## src/rtl/jtframe_dwnld_pack_if.sv

```systemverilog
// Bus bundle between the ioctl loader, the download packer and the SDRAM
// write port. The loader/memory side uses "master", the packer uses "slave".
interface jtframe_dwnld_pack_if #(
  parameter int AW = 22
);
  logic          downloading;
  logic [24:0]   ioctl_addr;
  logic [7:0]    ioctl_dout;
  logic          ioctl_wr;
  logic          ioctl_wait;
  logic          header;
  logic [AW-1:0] prog_addr;
  logic [15:0]   prog_data;
  logic [1:0]    prog_mask;
  logic [1:0]    prog_ba;
  logic          prog_we;
  logic          sdram_ack;
  logic          prom_we;
  logic [24:0]   prom_addr;
  logic [7:0]    prom_data;
  logic          busy;
  logic [15:0]   cksum;

  modport master (
    output downloading, ioctl_addr, ioctl_dout, ioctl_wr, sdram_ack,
    input  ioctl_wait, header, prog_addr, prog_data, prog_mask, prog_ba,
           prog_we, prom_we, prom_addr, prom_data, busy, cksum
  );

  modport slave (
    input  downloading, ioctl_addr, ioctl_dout, ioctl_wr, sdram_ack,
    output ioctl_wait, header, prog_addr, prog_data, prog_mask, prog_ba,
           prog_we, prom_we, prom_addr, prom_data, busy, cksum
  );
endinterface

```

## src/rtl/jtframe_dwnld_pack.sv

```systemverilog
// ROM download packer: turns the ioctl byte stream into 16-bit SDRAM writes,
// pairing bytes of the same word, queuing words in a small FIFO so the loader
// is decoupled from sdram_ack, and sending PROM bytes out as single pulses.
// Optional feature macro: JTFRAME_DWNLD_CKSUM_EN enables the running byte sum
// on cksum; without it cksum is tied to zero.
module jtframe_dwnld_pack #(
  parameter int          AW         = 22,
  parameter int          HEADER     = 0,
  parameter logic [24:0] PROM_START = ~25'd0,
  parameter logic [24:0] BA1_START  = ~25'd0,
  parameter logic [24:0] BA2_START  = ~25'd0,
  parameter logic [24:0] BA3_START  = ~25'd0,
  parameter bit          SWAB       = 1'b0,
  parameter int          FIFO_DW    = 2
)(
  input logic                 clk,
  input logic                 rst_n,
  jtframe_dwnld_pack_if.slave bus
);

  localparam int            DEPTH    = 2**FIFO_DW;
  localparam int            CW       = FIFO_DW + 1;
  localparam logic [24:0]   NONE     = ~25'd0;
  localparam logic [24:0]   HDR      = 25'(HEADER);
  localparam logic [CW-1:0] WAIT_LVL = CW'(DEPTH - 1);
  localparam logic [CW-1:0] FULL_LVL = CW'(DEPTH);

  typedef struct packed {
    logic [1:0]    ba;
    logic [AW-1:0] addr;
    logic [15:0]   data;
    logic [1:0]    mask;
  } entry_t;

  logic [24:0]        part_addr, base, eff;
  logic [1:0]         bank;
  logic [AW-1:0]      word;
  logic               lane, header_c, accepted, prom_sel, acc_prom, acc_sdram;
  logic               dl_q, rise, flush;
  logic               pend_valid, pend_lane, pend_live;
  logic [1:0]         pend_ba;
  logic [AW-1:0]      pend_word;
  logic [7:0]         pend_byte;
  logic               push, push_ok, pend_load, pend_clear, pop, empty, full;
  entry_t             push_entry, partial, head;
  entry_t             mem [DEPTH];
  logic [FIFO_DW-1:0] wr_ptr, rd_ptr;
  logic [CW-1:0]      cnt, cnt_next;
  logic               wait_q, prom_we_q;
  logic [24:0]        prom_addr_q;
  logic [7:0]         prom_data_q;
  logic               unused_eff;

  // Address decode: strip header, pick the highest bank whose start is reached
  always_comb begin
    part_addr = bus.ioctl_addr - HDR;
    header_c  = (HEADER != 0) && (bus.ioctl_addr < HDR) && bus.downloading;
    bank      = 2'd0;
    base      = 25'd0;
    if (BA3_START != NONE && part_addr >= BA3_START) begin
      bank = 2'd3;
      base = BA3_START;
    end else if (BA2_START != NONE && part_addr >= BA2_START) begin
      bank = 2'd2;
      base = BA2_START;
    end else if (BA1_START != NONE && part_addr >= BA1_START) begin
      bank = 2'd1;
      base = BA1_START;
    end
    eff       = part_addr - base;
    word      = eff[AW:1];
    lane      = eff[0] ^ SWAB;
    accepted  = bus.ioctl_wr & bus.downloading & ~header_c;
    prom_sel  = (PROM_START != NONE) && (part_addr >= PROM_START);
    acc_prom  = accepted & prom_sel;
    acc_sdram = accepted & ~prom_sel;
  end

  assign unused_eff = ^eff;

  assign rise      = bus.downloading & ~dl_q;
  assign flush     = dl_q & ~bus.downloading & pend_valid;
  assign pend_live = pend_valid & ~rise;

  // Pair the incoming byte with the pending one, or push the pending byte alone
  always_comb begin
    partial.ba   = pend_ba;
    partial.addr = pend_word;
    partial.data = pend_lane ? {pend_byte, 8'h00} : {8'h00, pend_byte};
    partial.mask = pend_lane ? 2'b01 : 2'b10;
    push         = 1'b0;
    push_entry   = partial;
    pend_load    = 1'b0;
    pend_clear   = 1'b0;
    if (flush) begin
      push       = 1'b1;
      pend_clear = 1'b1;
    end else if (acc_sdram) begin
      if (pend_live && pend_ba == bank && pend_word == word && pend_lane != lane) begin
        push            = 1'b1;
        push_entry.data = lane ? {bus.ioctl_dout, pend_byte} : {pend_byte, bus.ioctl_dout};
        push_entry.mask = 2'b00;
        pend_clear      = 1'b1;
      end else begin
        push      = pend_live;
        pend_load = 1'b1;
      end
    end else if (rise) begin
      pend_clear = 1'b1;
    end
  end

  // Download edge detector and the pending half-word register
  always_ff @(posedge clk or negedge rst_n) begin
    if (!rst_n) begin
      dl_q       <= 1'b0;
      pend_valid <= 1'b0;
      pend_ba    <= 2'd0;
      pend_word  <= '0;
      pend_lane  <= 1'b0;
      pend_byte  <= 8'd0;
    end else begin
      dl_q <= bus.downloading;
      if (pend_load) begin
        pend_valid <= 1'b1;
        pend_ba    <= bank;
        pend_word  <= word;
        pend_lane  <= lane;
        pend_byte  <= bus.ioctl_dout;
      end else if (pend_clear) begin
        pend_valid <= 1'b0;
      end
    end
  end

  assign empty   = (cnt == '0);
  assign full    = (cnt == FULL_LVL);
  assign pop     = bus.sdram_ack & ~empty;
  assign push_ok = push & (~full | pop);

  // Occupancy after this cycle's push/pop
  always_comb begin
    cnt_next = cnt;
    if (push_ok && !pop) cnt_next = cnt + 1'b1;
    else if (!push_ok && pop) cnt_next = cnt - 1'b1;
  end

  // FIFO storage; contents are only observed while the FIFO is non-empty
  always_ff @(posedge clk) begin
    if (push_ok) mem[wr_ptr] <= push_entry;
  end

  // FIFO pointers, count and the registered loader back-pressure
  always_ff @(posedge clk or negedge rst_n) begin
    if (!rst_n) begin
      wr_ptr <= '0;
      rd_ptr <= '0;
      cnt    <= '0;
      wait_q <= 1'b0;
    end else begin
      if (push_ok) wr_ptr <= wr_ptr + 1'b1;
      if (pop)     rd_ptr <= rd_ptr + 1'b1;
      cnt    <= cnt_next;
      wait_q <= (cnt_next >= WAIT_LVL);
    end
  end

  // PROM bytes skip the FIFO and leave as a one-cycle strobe
  always_ff @(posedge clk or negedge rst_n) begin
    if (!rst_n) begin
      prom_we_q   <= 1'b0;
      prom_addr_q <= 25'd0;
      prom_data_q <= 8'd0;
    end else begin
      prom_we_q <= acc_prom;
      if (acc_prom) begin
        prom_addr_q <= part_addr;
        prom_data_q <= bus.ioctl_dout;
      end
    end
  end

`ifdef JTFRAME_DWNLD_CKSUM_EN
  logic [15:0] cksum_q;

  // Running byte sum, restarted when a new download begins
  always_ff @(posedge clk or negedge rst_n) begin
    if (!rst_n) begin
      cksum_q <= 16'd0;
    end else if (rise) begin
      cksum_q <= accepted ? {8'd0, bus.ioctl_dout} : 16'd0;
    end else if (accepted) begin
      cksum_q <= cksum_q + {8'd0, bus.ioctl_dout};
    end
  end

  assign bus.cksum = cksum_q;
`else
  assign bus.cksum = 16'd0;
`endif

  assign head           = mem[rd_ptr];
  assign bus.prog_we    = ~empty;
  assign bus.prog_ba    = empty ? 2'd0  : head.ba;
  assign bus.prog_addr  = empty ? '0    : head.addr;
  assign bus.prog_data  = empty ? 16'd0 : head.data;
  assign bus.prog_mask  = empty ? 2'd0  : head.mask;
  assign bus.ioctl_wait = wait_q;
  assign bus.header     = header_c;
  assign bus.prom_we    = prom_we_q;
  assign bus.prom_addr  = prom_addr_q;
  assign bus.prom_data  = prom_data_q;
  assign bus.busy       = pend_valid | ~empty | flush;

endmodule

```

## src/flat_wrapper.sv

```systemverilog
// flat-port wrapper written by rule: the top's interface ports become plain ports
module jtframe_dwnld_pack_flat 
#(
  parameter int          AW         = 22,
  parameter int          HEADER     = 0,
  parameter logic [24:0] PROM_START = ~25'd0,
  parameter logic [24:0] BA1_START  = ~25'd0,
  parameter logic [24:0] BA2_START  = ~25'd0,
  parameter logic [24:0] BA3_START  = ~25'd0,
  parameter bit          SWAB       = 1'b0,
  parameter int          FIFO_DW    = 2
)
  (clk, rst_n, bus_downloading, bus_ioctl_addr, bus_ioctl_dout, bus_ioctl_wr, bus_sdram_ack, bus_ioctl_wait, bus_header, bus_prog_addr, bus_prog_data, bus_prog_mask, bus_prog_ba, bus_prog_we, bus_prom_we, bus_prom_addr, bus_prom_data, bus_busy, bus_cksum);
  jtframe_dwnld_pack_if #(.AW(AW)) bus_i ();
  input logic clk;
  input logic rst_n;
  input wire logic [$bits(bus_i.downloading)-1:0] bus_downloading;
  input wire logic [$bits(bus_i.ioctl_addr)-1:0] bus_ioctl_addr;
  input wire logic [$bits(bus_i.ioctl_dout)-1:0] bus_ioctl_dout;
  input wire logic [$bits(bus_i.ioctl_wr)-1:0] bus_ioctl_wr;
  input wire logic [$bits(bus_i.sdram_ack)-1:0] bus_sdram_ack;
  output wire logic [$bits(bus_i.ioctl_wait)-1:0] bus_ioctl_wait;
  output wire logic [$bits(bus_i.header)-1:0] bus_header;
  output wire logic [$bits(bus_i.prog_addr)-1:0] bus_prog_addr;
  output wire logic [$bits(bus_i.prog_data)-1:0] bus_prog_data;
  output wire logic [$bits(bus_i.prog_mask)-1:0] bus_prog_mask;
  output wire logic [$bits(bus_i.prog_ba)-1:0] bus_prog_ba;
  output wire logic [$bits(bus_i.prog_we)-1:0] bus_prog_we;
  output wire logic [$bits(bus_i.prom_we)-1:0] bus_prom_we;
  output wire logic [$bits(bus_i.prom_addr)-1:0] bus_prom_addr;
  output wire logic [$bits(bus_i.prom_data)-1:0] bus_prom_data;
  output wire logic [$bits(bus_i.busy)-1:0] bus_busy;
  output wire logic [$bits(bus_i.cksum)-1:0] bus_cksum;
  assign bus_i.downloading = bus_downloading;
  assign bus_i.ioctl_addr = bus_ioctl_addr;
  assign bus_i.ioctl_dout = bus_ioctl_dout;
  assign bus_i.ioctl_wr = bus_ioctl_wr;
  assign bus_i.sdram_ack = bus_sdram_ack;
  assign bus_ioctl_wait = bus_i.ioctl_wait;
  assign bus_header = bus_i.header;
  assign bus_prog_addr = bus_i.prog_addr;
  assign bus_prog_data = bus_i.prog_data;
  assign bus_prog_mask = bus_i.prog_mask;
  assign bus_prog_ba = bus_i.prog_ba;
  assign bus_prog_we = bus_i.prog_we;
  assign bus_prom_we = bus_i.prom_we;
  assign bus_prom_addr = bus_i.prom_addr;
  assign bus_prom_data = bus_i.prom_data;
  assign bus_busy = bus_i.busy;
  assign bus_cksum = bus_i.cksum;
  jtframe_dwnld_pack #(.AW(AW), .HEADER(HEADER), .PROM_START(PROM_START), .BA1_START(BA1_START), .BA2_START(BA2_START), .BA3_START(BA3_START), .SWAB(SWAB), .FIFO_DW(FIFO_DW)) u_core (.clk(clk), .rst_n(rst_n), .bus(bus_i));
endmodule
```

## config.mk

```make
export PLATFORM = sky130hd
export DESIGN_NAME = jtframe_dwnld_pack_flat
export DESIGN_NICKNAME = d
export VERILOG_FILES = /design/src/rtl/jtframe_dwnld_pack_if.sv /design/src/rtl/jtframe_dwnld_pack.sv /design/src/flat_wrapper.sv
export SDC_FILE = /design/constraint.sdc
export NUM_CORES = 1
export LEC_CHECK = 0
export CAP_MARGIN = 10
export CORE_AREA = 2 2 93 184
export CTS_BUF_LIST = sky130_fd_sc_hd__clkbuf_4
export CTS_CLUSTER_DIAMETER = 100
export DETAILED_ROUTE_END_ITERATION = 7
export DIE_AREA = 0 0 95 186
export GPL_ROUTABILITY_DRIVEN = 0
export GPL_TIMING_DRIVEN = 0
export PLACE_DENSITY = 0.8
export REMOVE_ABC_BUFFERS = 1
export SYNTH_ARGS = -nofsm -noshare
export SYNTH_HDL_FRONTEND = slang
export SYNTH_SLANG_ARGS = --single-unit
```

## constraint.sdc

```tcl
create_clock -name clk -period 3.15 [get_ports clk]
set_clock_uncertainty 0.15 [all_clocks]
set_input_delay 0.63 -clock clk [delete_from_list [all_inputs] [get_ports clk]]
set_output_delay 0.63 -clock clk [all_outputs]
set_load 0.05 [all_outputs]
```

==> results.py, run 1 <==
metrics = {
    "outcome": {
        "outcome": "complete, no violations",
    },
    "route": {
        "drc_errors": 0,
        "drt_iter0_drc": 251,
        "drt-total-wl_um": 17100,
        "wl_per_cell_um": 19.6,
        "viasPerCell": 5.46,
        "via_count": 4768,
        "first_pass_iters": 5,
        "drtAntennaViolNets": 0,
    },
    "logic_synthesis": {
        "ys_ff_latch": 201,
        "synth_most_common_cell": "edfxtp_1",
        "synth_fa_ha_area_share_pct": 0.994,
        "post-synth-top-area-cell": "edfxtp_1",
        "synth-xor-area-share_pct": 2.69,
        "async_flop_share_pct": 20.4,
        "yosysWarnings": 0,
        "synth.top_cells.by_count": "160 x edfxtp_1, 54 x buf_4, 46 x and2_1, 41 x dfrtp_1, 40 x mux4_2",
        "syn_area_per_cell_um2": 16.6,
        "synth_area_um2": 8810,
        "seq_area_frac_synth_pct": 66.2,
        "netlist_instances": 529,
        "yosysTopAreaCellShare_pct": 54.6,
        "synth_compound_area_share_pct": 3.47,
        "ys_types": 41,
        "synthMuxAreaShare_pct": 14.1,
        "synth_ff_type": "edfxtp_1",
        "synth_top_family_by_area": "multiplexers",
        "synth-edff-count": 160,
        "synth_simple_gate_area_share_pct": 5.80,
        "yosys-top-cells-area": "edfxtp_1 55%, dfrtp_1 12%, mux4_2 10%",
    },
    "sta": {
        "rsz0062_at_grt": "true",
        "max_slew_margin_pct": 55.1,
        "final_max_slew_viol_count": 0,
        "min_period_ns": 3.07,
        "fin_hold_ws_ns": 0.364,
        "hold_violations": 0,
        "finalCritPeriodShare_pct": 97.3,
        "fmax_mhz": 326,
        "setup_viol": 0,
        "worstMarginPinSlew_ns": 0.673,
    },
    "die": {
        "placementRows": 66,
        "die_h_um": 186,
        "die_area_um2": 17700,
        "pin_count": 134,
        "core_um2": 16300,
        "initial_core_util_pct": 54.1,
        "die_x_um": 95,
    },
    "setup_path": {
        "cp_max_fo": 11,
        "r2r.worst_path.cells": 5,
        "r2r-start": "u_core.pend_lane$_DFFE_PN0P_",
        "path_class": "flip-flop to primary output",
        "critPathLaunchType": "flip-flop",
        "end_kind": "primary output",
        "r2r_slack_ns": 0.11,
        "arrival_ns": 2.29,
        "crit_required_ns": 2.37,
        "worstReg2RegEnd": "u_core.mem[0][8]$_DFFE_PP_",
    },
    "clocking": {
        "cts.path.max_buffers": 3,
        "cts_buffers": 40,
        "clk_pin_slew_ns": 0.08,
        "cts_sinks": 201,
        "h-tree-depth": 2,
        "cts_root_buf": "clkbuf_4",
        "cts_tree": "built",
        "clock_latency_ns": 0.59,
    },
    "place": {
        "hpwlAfterDp_um": 10400,
        "portBuffers": 78,
        "placed_area_um2": 9690,
    },
    "power_and_ir_drop": {
        "ir_worst_vdd_v": 0.000639,
        "p_leak_nw": 3.78,
        "power_density_nw_per_um2": 896,
    },
    "cells_and_area": {
        "drive_above_1_share_pct": 28.0,
        "finalNetCount": 684,
        "postLayoutCellArea_um2": 10200,
        "area_growth_pct": 16.0,
    },
    "global_routing": {
        "grt_max_degree": 44,
        "grt_overflow_total": 0,
        "grt_pass1_wl_um": 26000,
        "antenna_found_initial": 1,
        "track_usage_pct": 19.7,
        "grt_pass1_vias": 5112,
    },
    "flow_run": {
        "cap_violations": 0,
    },
    "min_path": {
        "holdCritPathClass": "input port to asynchronous set/reset pin",
    },
}
-- power breakdown --
group | switching, mW | total, mW | internal (mW)
combinational | 2.57 | 3.95 | 1.38
sequential | 0.220 | 3.42 | 3.21
clock | 0.913 | 1.78 | 0.867
-- worst max-delay path, cell delays in order (launching register included) --
cell	delay [ns]
dfrtp_4	0.51
buf_12	0.13
buf_16	0.15
mux4_2	0.53
and2_1	0.18
buf_2	0.21
-- metrics by stage --
step | instances | worst slack, ns | total power, mW | utilization, % | TNS [ns]
3_3_place_gp | 786 | -2.16 | 7.45 | 58.6 | -372.34
6_report | 873 | 0.0849 | 9.16 | 62.8 | 0
4_1_cts | 869 | -0.0263 | 9.37 | 63.7 | -0.195
3_5_place_dp | 793 | -1.03 | 7.54 | 59.6 | -133.74
5_1_grt | 873 | -0.0744 | 9.59 | 62.8 | -3.24
2_1_floorplan | 504 | -0.313 | 6.29 | - | -18.12
-- cell usage in the layout (no fill, tap or decap), types with 3 or more instances in the layout --
cell type          n
a21oi_1            3
and2_1            42
and2_2             3
buf_12             9
buf_2             41
clkbuf_4          59
clkdlybuf4s50_1   34
clkinv_1           6
clkinv_2           6
conb_1            53
dfrtp_1           38
edfxtp_1         160
ha_1               6
inv_1             23
mux2_1            23
mux2i_1            8
mux4_2            40
nand2_1           14
nand2b_1           3
nand3_1            3
nand4_1            7
nor2b_1            4
o21ai_0            3
o31ai_2            8
o32ai_2            6
xnor2_1           25
-- worst max-delay path by stage --
stage / startpoint / to / slack, ns / cells after the start
after global placement: bus_ioctl_addr[0] / u_core.pend_word[4]$_DFFE_PN0P_ / -2.16 / 6
after detailed placement: bus_ioctl_addr[0] / u_core.mem[2][3]$_DFFE_PP_ / -1.03 / 6
after global routing: bus_ioctl_wr / u_core.mem[0][35]$_DFFE_PP_ / -0.07 / 6
final: u_core.rd_ptr[0]$_DFFE_PN0P_ / bus_prog_addr[18] / 0.08 / 5
after CTS: bus_ioctl_addr[0] / u_core.mem[3][4]$_DFFE_PP_ / -0.03 / 6
after floorplan: u_core.rd_ptr[0]$_DFFE_PN0P_ / bus_prog_addr[0] / -0.31 / 2
-- repair_timing --
action,4_1_cts,5_1_grt
endpoints found under the hold margin,15,0
setup endpoints to repair,114,164
gates cloned,0,1
hold buffers,1,0
resized for setup,131,89
buffers inserted,4,2
-- area by class of cell --
| cell class | instances | area, µm² |
|---|---|---|
| Sequential cell | 201 | 5840 |
| Clock buffer | 59 | 443 |
| Fill cell | 1158 | 6050 |
| Tap cell | 204 | 255 |
| Inverter | 24 | 97.6 |
| Antenna cell | 1 | 2.50 |
| Multi-Input combinational cell | 279 | 2670 |
| Clock inverter | 12 | 52.6 |
| Timing Repair Buffer | 93 | 861 |
-- cells by family (layout without fill, tap and decap cells) --
family          after synthesis  count (layout)
buf+inv                     101             188
simple gates                 85              85
fa+ha+maj                     7               7
mux                          71              71
xor+xnor                     27              27
compound gates               36              36
flops                       201             201
other cells                   1              54
-- layer usage --
metal | part of all wire [%] | track usage (%)
met3 | 5.6 | 3.12
met1 | 34 | 21.2
met5 | 0 | 0
met4 | 3.4 | 10.0
met2 | 57 | 36.5
-- flip-flops by register name, indices dropped and copies added, names as in the netlist --
register and cells:
u_core.bus.ioctl_wait 1, u_core.cnt 3, u_core.dl_q 1, u_core.mem 160, u_core.pend_byte 8, u_core.pend_lane 1
u_core.pend_valid 1, u_core.pend_word 22, u_core.rd_ptr 2, u_core.wr_ptr 2
Note: power is estimated with default switching activity, not from simulation.
==> inputs of run 2 (changes only) <==
- ABC_AREA: not set -> 1
- CORE_AREA: 2 2 93 184 -> 2 2 96 191
- DIE_AREA: 0 0 95 186 -> 0 0 98 193
- GPL_TIMING_DRIVEN: 0 -> not set
- MAX_ROUTING_LAYER: not set -> met4
- PLACE_DENSITY: 0.8 -> 0.79
==> run 2 against run 1 <==
Sequential share of layout area fell by 5.0 points. Global-route usage up 2.4 points. Sequential cell count stayed put. Power grew 16%. Hold slack better by 0.013 ns. Via count up 44%. Synthesized cell count up 80%. Wire length is 19% higher. Largest cell class unchanged. Highest routed layer unchanged. Clock power shrank 3%. Die area is 7.0% higher. Critical path depth increased by 2. Fmax barely moved.
==> results.py, run 2 <==
metrics = {
    "outcome": {
        "outcome": "complete, no violations",
    },
    "logic_synthesis": {
        "ys_types": 30,
        "synth_most_common_cell": "nor2_1",
        "synth.top_cells.by_count": "188 x nor2_1, 160 x edfxtp_1, 155 x nand2_1, 84 x o21ai_0, 53 x buf_4",
        "synth_ff_type": "edfxtp_1",
        "yosysWarnings": 0,
        "ys_ff_latch": 201,
        "seq_area_frac_synth_pct": 61.9,
        "syn_area_per_cell_um2": 9.89,
        "synth_area_um2": 9420,
        "yosys-top-cells-area": "edfxtp_1 51%, dfrtp_1 11%, nor2_1 7.5%",
        "synth-edff-count": 160,
        "yosysTopAreaCellShare_pct": 51.0,
        "post-synth-top-area-cell": "edfxtp_1",
        "async_flop_share_pct": 20.4,
        "netlist_instances": 952,
    },
    "power_and_ir_drop": {
        "ir_worst_vdd_v": 0.000725,
        "p_leak_nw": 4.55,
        "p_sw_share_pct": 42.0,
        "sequentialPowerShare_pct": 31.1,
        "clkPwrFrac_pct": 16.1,
        "internal-power_mw": 6.19,
        "switchingPower_mw": 4.48,
        "combPwrFrac_pct": 52.8,
        "power_density_nw_per_um2": 953,
    },
    "sta": {
        "setup_ws_ns": 0.0825,
        "rsz0062_at_grt": "true",
        "finalCritPeriodShare_pct": 97.4,
        "tns_ns": 0,
        "final_max_slew_viol_count": 0,
        "setup_viol": 0,
        "fmax_mhz": 326,
        "max_slew_margin_pct": 56.9,
        "worstMarginPinSlew_ns": 0.647,
        "min_period_ns": 3.07,
        "hold_violations": 0,
    },
    "setup_path": {
        "cp_max_fo": 31,
        "cpPeakStageDelay_ns": 0.39,
        "cpMostUsedCell": "inv_1",
        "critPathBufInv": 4,
        "end_kind": "primary output",
        "slowest_stage": "dfrtp_1",
        "arrival_ns": 2.29,
        "critPathLaunchType": "flip-flop",
        "path_delay_family": "buffers and inverters",
        "crit_required_ns": 2.37,
        "crit_chain": "inv_1, ha_1, nand2_1, inv_1, buf_4, a21oi_1, buf_12",
        "path_class": "flip-flop to primary output",
    },
    "die": {
        "pin_count": 134,
        "placementRows": 69,
        "die_area_um2": 18900,
        "initial_core_util_pct": 53.7,
        "core_um2": 17500,
        "die_h_um": 193,
        "die_x_um": 98,
    },
    "cells_and_area": {
        "top_register": "u_core.mem",
        "area_growth_pct": 18.8,
        "reg_top3": "u_core.mem (160), u_core.pend_word (22), u_core.pend_byte (8)",
        "regArea_um2": 5830,
        "drive_above_1_share_pct": 14.0,
        "layout_commonest_cell": "nor2_1",
        "finalNetCount": 1090,
        "largest_reg_flops": 160,
        "fillers": 1344,
        "final_cell_mix": "184 x nor2_1, 160 x edfxtp_1, 155 x nand2_1, 84 x o21ai_0, 56 x clkbuf_4",
        "fin_util_pct": 63.9,
        "multiInputGateArea_um2": 3000,
    },
    "route": {
        "drt_iter0_drc": 521,
        "viasPerCell": 5.36,
        "first_pass_iters": 5,
        "wl_per_cell_um": 15.9,
        "drc_errors": 0,
        "drt-total-wl_um": 20400,
        "drtAntennaViolNets": 0,
        "via_count": 6882,
    },
    "place": {
        "hpwlAfterDp_um": 12300,
        "detailedPlace.worstSlack_ns": 0.303,
        "portBuffers": 78,
    },
    "global_routing": {
        "grt_pass1_vias": 6777,
        "track_usage_pct": 22.1,
        "grt_overflow_total": 0,
        "antenna_found_initial": 1,
        "grt_max_degree": 44,
        "grt_pass1_wl_um": 32300,
    },
    "clocking": {
        "clock_latency_ns": 0.59,
        "postCtsSetupRepairBufs": 0,
        "h-tree-depth": 2,
        "cts_tree": "built",
        "cts_sinks": 201,
        "clk_pin_slew_ns": 0.08,
        "cts_root_buf": "clkbuf_4",
        "cts_buffers": 40,
        "cts.path.max_buffers": 3,
    },
    "flow_run": {
        "cap_violations": 0,
    },
    "min_path": {
        "holdCritPathClass": "flip-flop to flip-flop",
    },
}
-- run 2: area by class of cell --
class,instances,area share [%]
Multi-Input combinational cell,650,26.8
Tap cell,213,2.38
Inverter,52,1.79
Antenna cell,1,0.0224
Clock inverter,12,0.436
Sequential cell,201,52.1
Clock buffer,56,3.76
Timing Repair Buffer,100,12.7
-- run 2: timing repair --
item | CTS | global route
setup endpoints to repair | 0 | 7
hold buffers | 1 | 0
hold endpoints to repair | 25 | 0
resized for setup | 0 | 5
-- run 2: metal layers --
layer	GRT usage, %	vias to the layer above	wire length [µm]
met5	-	-	0
met3	3.28	50	1320
met2	37.9	289	10600
li1	-	3299	-
met1	25.4	3244	7830
met4	10.6	0	597
-- run 2: cell families after synthesis --
group,Yosys count,share of synthesized area [%]
adder cells (fa/ha/maj),7,0.930
flip-flops,201,61.9
other,1,0.0398
AO/OA/AOI/OAI,144,7.66
XOR/XNOR,20,1.94
buffers and inverters,153,8.77
AND/OR/NAND/NOR,426,18.8
-- run 2: metrics by stage --
step | hold WS (ns) | power (mW) | cell area (µm²) | cells
global route | 0.402 | 11.2 | 11200 | 1285
detailed placement | 0.358 | 8.97 | 10700 | 1215
global placement | 0.352 | 8.88 | 10700 | 1215
finish | 0.378 | 10.7 | 11200 | 1285
floorplan | 0.184 | 6.39 | 8990 | 903
CTS | 0.376 | 10.7 | 11200 | 1284
-- run 2: worst paths after layout --
| kind | from | to | slack (ns) | depth (start not counted) |
|---|---|---|---|---|
| setup reg to reg | u_core.pend_lane$_DFFE_PN0P_ | u_core.mem[1][11]$_DFFE_PP_ | 0.68 | 10 |
| hold reg to reg | u_core.pend_byte[7]$_DFFE_PN0P_ | u_core.pend_byte[7]$_DFFE_PN0P_ | 0.38 | 2 |
| setup / recovery | u_core.cnt[0]$_DFF_PN0_ | bus_prog_addr[11] | 0.08 | 7 |
| max in group asynchronous | rst_n | u_core.pend_word[21]$_DFFE_PN0P_ | 1.70 | 3 |
| min in group asynchronous | rst_n | u_core.pend_word[10]$_DFFE_PN0P_ | 0.46 | 2 |
| hold / removal | u_core.pend_byte[7]$_DFFE_PN0P_ | u_core.pend_byte[7]$_DFFE_PN0P_ | 0.38 | 2 |
-- run 2: tightest hold or removal path, cell delays in order, from the launching register on --
cell	delay [ns]
dfrtp_1	0.38
nand2_1	0.06
nand2_1	0.05
-- run 2: power by group through the flow --
| stage | clock network, mW | registers, mW | logic [mW] |
|---|---|---|---|
| after CTS | 1.76 | 3.31 | 5.63 |
| after floorplan | 0 | 3.48 | 2.91 |
| after global placement | 0 | 3.35 | 5.53 |
| after global routing | 1.87 | 3.34 | 5.97 |
| final | 1.72 | 3.32 | 5.63 |
| after detailed placement | 0 | 3.37 | 5.61 |
==> inputs of run 3 (changes only) <==
- GPL_ROUTABILITY_DRIVEN: 0 -> not set
==> results of run 3 <==
Same layout as run 2: the final DEF is identical, and so are final timing and power.
